$ cat config.mk
export PLATFORM = sky130hd
export DESIGN_NAME = bg_scroll_ctrl
export DESIGN_NICKNAME = d
export VERILOG_FILES = /design/src/rtl/bg_scroll_ctrl.sv
export SDC_FILE = /design/constraint.sdc
export NUM_CORES = 1
export LEC_CHECK = 0
export BUFFER_PORTS_ARGS = -buffer_cell sky130_fd_sc_hd__buf_2
export CAP_MARGIN = 20
export CORE_MARGIN = 2
export CORE_UTILIZATION = 50
export CTS_BUF_LIST = sky130_fd_sc_hd__clkbuf_16
export DETAILED_ROUTE_END_ITERATION = 12
export GPL_ROUTABILITY_DRIVEN = 0
export GPL_TIMING_DRIVEN = 1
export PLACE_DENSITY = 0.76
export SYNTH_ARGS = -nofsm -noshare
export SYNTH_HDL_FRONTEND = slang
export SYNTH_SLANG_ARGS = --single-unit
$ cat constraint.sdc
create_clock -name vga_clk -period 3.8 [get_ports vga_clk]
set_input_delay 0.57 -clock vga_clk [delete_from_list [all_inputs] [get_ports vga_clk]]
set_output_delay 0.57 -clock vga_clk [all_outputs]
set_load 0.05 [all_outputs]
$ cat src/rtl/bg_scroll_ctrl.sv
// rtl/bg_scroll_ctrl.sv - background scroll offset, ROM address generation and level-change fade sequencer
module bg_scroll_ctrl #(
  parameter int SRC_W = 320,
  parameter int SRC_H = 240
) (
  input  logic        vga_clk,
  input  logic        reset_n,
  input  logic [9:0]  DrawX,
  input  logic [9:0]  DrawY,
  input  logic        run,
  input  logic [3:0]  speed,
  input  logic        switch_req,
  input  logic        switch_sel,
  output logic [16:0] rom_address,
  output logic        bg_sel,
  output logic [3:0]  brightness,
  output logic [8:0]  scroll_x,
  output logic        busy
);

  localparam logic [9:0]  SRC_W10 = 10'(SRC_W);
  localparam logic [9:0]  SCR_W   = 10'(2 * SRC_W);
  localparam logic [9:0]  SCR_H   = 10'(2 * SRC_H);
  localparam logic [16:0] SRC_W17 = 17'(SRC_W);

  typedef enum logic [1:0] {RUN, FADE_OUT, FADE_IN} state_t;

  state_t      state, state_n;
  logic [3:0]  bright_n;
  logic        bg_n, target, target_n;
  logic [8:0]  scroll_n;

  logic        at_origin, prev_origin, tick;
  logic [8:0]  sx, sy;
  logic [9:0]  x_sum, x_wrap, s_sum, s_wrap;
  logic [16:0] addr_next;

  // Tick only on the first cycle (0,0) is seen, so a held origin cannot re-fire.
  assign at_origin = (DrawX == 10'd0) && (DrawY == 10'd0);

  always_ff @(posedge vga_clk or negedge reset_n) begin
    if (!reset_n) begin
      prev_origin <= 1'b0;
      tick        <= 1'b0;
    end else begin
      prev_origin <= at_origin;
      tick        <= at_origin && !prev_origin;
    end
  end

  assign sx     = DrawX[9:1];
  assign sy     = DrawY[9:1];
  assign x_sum  = {1'b0, sx} + {1'b0, scroll_x};
  assign x_wrap = (x_sum >= SRC_W10) ? x_sum - SRC_W10 : x_sum;

  always_comb begin
    addr_next = '0;
    if (DrawX < SCR_W && DrawY < SCR_H)
      addr_next = 17'(sy) * SRC_W17 + 17'(x_wrap);
  end

  always_ff @(posedge vga_clk or negedge reset_n) begin
    if (!reset_n) rom_address <= '0;
    else          rom_address <= addr_next;
  end

  assign s_sum  = {1'b0, scroll_x} + {6'd0, speed};
  assign s_wrap = (s_sum >= SRC_W10) ? s_sum - SRC_W10 : s_sum;

  always_comb begin
    state_n  = state;
    bright_n = brightness;
    bg_n     = bg_sel;
    target_n = target;
    scroll_n = scroll_x;
    if (tick && run)
      scroll_n = s_wrap[8:0];
    case (state)
      RUN: begin
        if (switch_req && (switch_sel != bg_sel)) begin
          target_n = switch_sel;
          state_n  = FADE_OUT;
        end
      end
      FADE_OUT: begin
        if (tick) begin
          if (brightness != 4'd0) begin
            bright_n = brightness - 4'd1;
          end else begin
            // Swap tick: new image starts from its left edge, no scroll step.
            bg_n     = target;
            scroll_n = '0;
            state_n  = FADE_IN;
          end
        end
      end
      FADE_IN: begin
        if (tick) begin
          bright_n = brightness + 4'd1;
          if (brightness == 4'd14)
            state_n = RUN;
        end
      end
      default: state_n = RUN;
    endcase
  end

  always_ff @(posedge vga_clk or negedge reset_n) begin
    if (!reset_n) begin
      state      <= RUN;
      brightness <= 4'd15;
      bg_sel     <= 1'b0;
      target     <= 1'b0;
      scroll_x   <= '0;
    end else begin
      state      <= state_n;
      brightness <= bright_n;
      bg_sel     <= bg_n;
      target     <= target_n;
      scroll_x   <= scroll_n;
    end
  end

  assign busy = (state != RUN);

endmodule

==> impl_metrics.toml <==
[clocking]
clock_tree_root_driver_cell = "sky130_fd_sc_hd__clkbuf_16"
cts_tree = "yes"
cts.clk_slew.worst_paths_ns = 0.06
clk_path_buf_depth = 2
sinks_on_the_clock_net = 36
tritoncts.num_buffers = 5
insertion_delay_ns = 0.29
htree_num_levels = 2

[cells_and_area]
most_frequent_cells_in_the_layout = "sky130_fd_sc_hd__buf_2 (60), sky130_fd_sc_hd__nor2_1 (38), sky130_fd_sc_hd__ha_1 (33)"
final-instance-count-excl-fill = 484
design.final.nets = 480
final_layout_size_suffix_gt1_frac = 0.3107
antenna_cells = 0
area_growth_from_synthesis_to_layout_pct = 26.50
final_util = 0.6622
finalInstanceArea_um2 = 3691
most_common_cell_after_layout_fill_and_taps_aside = "sky130_fd_sc_hd__buf_2"

[pwr]
net_sw_frac = 0.3372
post-layout-total-power_mw = 1.144
comb_power_share = 0.279
power.share.clock = 0.365
seq_power_share = 0.356
power.internal_uw = 758.4
power.static_leakage_nw = 1.818
cellPowerDensity_nw_per_um2 = 310.0
peakVddDrop_v = 0.0002029
netSwitchingPower_uw = 385.8

[detailed_routing]
routed_via_density = 5.649
wirelength_um = 7293
route.vias.total = 2734
avgRoutedWirePerCell_um = 15.07
iteration_0_drc_markers = 171
drcViolationCount = 0
detail_route_antenna_nets = 0
drt-pass1-iter-count = 4

[synth]
synth_top_flop_cell = "sky130_fd_sc_hd__dfrtp_1"
yosys.cell_types.count = 55
yosysWarningCount = 0
synth_mux_area_frac = 0.02187
synth.area.top_cells = "sky130_fd_sc_hd__dfrtp_1 (27%), sky130_fd_sc_hd__ha_1 (15%), sky130_fd_sc_hd__nor2_1 (5.0%)"
synth_area_um2 = 2918
synth_xor_area_frac = 0.08062
syn_inst = 324
synth_top_area_frac = 0.2744
yosys_register_bits = 36
leading_area_contributor_after_synthesis = "sky130_fd_sc_hd__dfrtp_1"
synth_edf_count = 0
synth-adder-area-share = 0.1844
synth_seq_area_share = 0.3105
syn-mean-instance-area_um2 = 9.006
fraction_of_the_mapped_netlist_area_in_compound_gates = 0.1792
proportion_of_register_bits_with_asynchronous_set_or_reset_after_synthesis = 1.000
largest_family_of_logic_cells_by_synthesized_area = "simple AND/OR/NAND/NOR gates"
net_count_after_synthesis = 393
synth-simple-area-share = 0.1964

[placed_design]
postPlaceCellArea_um2 = 3473
port-buffer-count = 60
placedCellCount = 475
detailed_place_hpwl_um = 5550

[sta]
timing.slew.headroom = 0.4581
setup-violations-final = 0
slew_violations = 0
max_clk_rate_mhz = 266.4
finalWorstPathRequiredPeriod_ns = 3.754
period_share = 0.9879
number_of_hold_violations_in_the_final_report = 0
grt_setup_unrepaired = "yes"
max_slew.worst_pin.slew_ns = 0.8128
skew_ns = 0.006388

[grt]
overflow = 0
grt_first_pass_wirelength_um = 11670
grt_pass1_vias = 2595
grt_start_max_net_pins = 37
grt_use_total = 0.2346
antenna_found_initial = 0

[setup_path]
worst-endpoint-required_ns = 3.94
crit_path_cell_trace = "ha_4, inv_2, fa_2, nor2b_4, o31a_1, o211ai_1, nand2_1, xor2_2, o21ai_0, a22oi_1, fa_2, nor2b_4, o21ai_2, a21oi_2, nand4_1, nor3_2, xor2_1, nor2_1"
crit_arrival_ns = 3.90
critPathSlowestCell = "sky130_fd_sc_hd__dfrtp_2"
path_delay_family = "compound AO/OA/AOI/OAI gates"
timing.critical_path.from_type = "register"
critical_path_buf_inv_count = 1
critPathMaxFanout = 4
critPathMaxStageDelay_ns = 0.44
critical_path_class = "reg -> reg"
worstSetupEndpointType = "register"

[status]
outcome = "complete, no violations"

[die]
die-height_um = 80.39
die_width_um = 80.39
rows = 27
io_pins = 61
core_um2 = 5574
initial_core_util = 0.5235
floorplan.die_area_um2 = 6463

[min_path]
holdCritPathClass = "in -> async"

[job]
drv.max_cap_violation_count = 0
what timing repair did:
item                       4_1_cts  5_1_grt
hold buffers                     0        0
hold endpoints to repair         0        0
pin swaps                        0       10
setup endpoints to repair        2        2
buffers inserted                 0        1
resized for setup                1       16
registers in the layout, indices dropped and copies added (netlist names):
signal       count
bg_sel           1
brightness       4
prev_origin      1
rom_address     17
scroll_x         9
state            2
target           1
tick             1
through the flow:
stage / setup slack, ns / hold WS, ns / setup TNS, ns
3_5_place_dp: -0.2750 / 0.4052 / -0.8809
4_1_cts: 0.008132 / 0.4106 / 0
2_1_floorplan: 0.005371 / 0.2744 / 0
3_3_place_gp: -0.1744 / 0.4012 / -0.3826
6_report: 0.04587 / 0.3768 / 0
5_1_grt: -0.1301 / 0.4266 / -0.2281
worst reg2reg max path: stages, from the launching register on:
cell and delay, ns:
sky130_fd_sc_hd__dfrtp_2 0.44, sky130_fd_sc_hd__ha_4 0.17, sky130_fd_sc_hd__inv_2 0.05, sky130_fd_sc_hd__fa_2 0.23, sky130_fd_sc_hd__nor2b_4 0.05, sky130_fd_sc_hd__o31a_1 0.31
sky130_fd_sc_hd__o211ai_1 0.17, sky130_fd_sc_hd__nand2_1 0.12, sky130_fd_sc_hd__xor2_2 0.18, sky130_fd_sc_hd__o21ai_0 0.32, sky130_fd_sc_hd__a22oi_1 0.15, sky130_fd_sc_hd__fa_2 0.41
sky130_fd_sc_hd__nor2b_4 0.14, sky130_fd_sc_hd__o21ai_2 0.07, sky130_fd_sc_hd__a21oi_2 0.15, sky130_fd_sc_hd__nand4_1 0.19, sky130_fd_sc_hd__nor3_2 0.25, sky130_fd_sc_hd__xor2_1 0.16
sky130_fd_sc_hd__nor2_1 0.05
cell usage after synthesis, drive strengths merged, types with 2 or more instances:
library cell,instances
nor2,40
ha,35
dfrtp,32
nand2,25
a21oi,21
inv,19
o21ai,19
xnor2,15
xor2,11
nor3,9
a21o,8
nor2b,6
nor4,6
a211oi,5
fa,5
nand2b,5
nand3,5
nand4,5
o211ai,5
dfstp,4
or2,4
or3,4
a31oi,3
mux2,3
mux2i,3
a211o,2
a311o,2
and2,2
clkbuf,2
o21a,2
o21bai,2
o22ai,2
final timing paths:
kind	slack (ns)	end	depth (start not counted)	startpoint
max	0.05	rom_address[16]$_DFF_PN0_	18	scroll_x[0]$_DFF_PN0_
min	0.38	rom_address[10]$_DFF_PN0_	1	reset_n
max reg2reg	0.05	rom_address[16]$_DFF_PN0_	18	scroll_x[0]$_DFF_PN0_
min reg2reg	0.42	tick$_DFF_PN0_	1	prev_origin$_DFF_PN0_
max in group asynchronous	2.86	scroll_x[1]$_DFF_PN0_	1	reset_n
min in group vga_clk	0.42	tick$_DFF_PN0_	1	prev_origin$_DFF_PN0_
layout make-up:
class | instances | area, µm²
fill | 466 | 1883
tap | 72 | 90.09
sequential | 36 | 908.4
clock buffer | 5 | 125.1
inverter | 19 | 71.32
multi-input combinational | 267 | 2012
clock inverter | 3 | 18.77
timing repair buffer | 82 | 465.4
kinds of logic after synthesis:
group,count (synthesis)
muxes,6
DFF,36
buffers and inverters,21
adders and majority gates,40
xor gates and xnor gates,26
AOI/OAI and AO/OA,79
and+or+nand+nor,116
power by group through the flow:
stage | Combinational (mW) | Clock (mW) | Sequential (mW)
global placement | 0.297 | 0 | 0.414
floorplan | 0.155 | 0 | 0.471
CTS | 0.306 | 0.421 | 0.407
finish | 0.319 | 0.418 | 0.407
global route | 0.348 | 0.435 | 0.409
detailed placement | 0.304 | 0 | 0.414
per-layer routing:
layer	global-route usage	part of all wire	routed length, µm
met3	0.04382	0.055	400
met2	0.4033	0.48	3513
met1	0.2944	0.44	3230
met5	0	0	0
met4	0.07966	0.020	148
(Power assumes the default switching activity.)
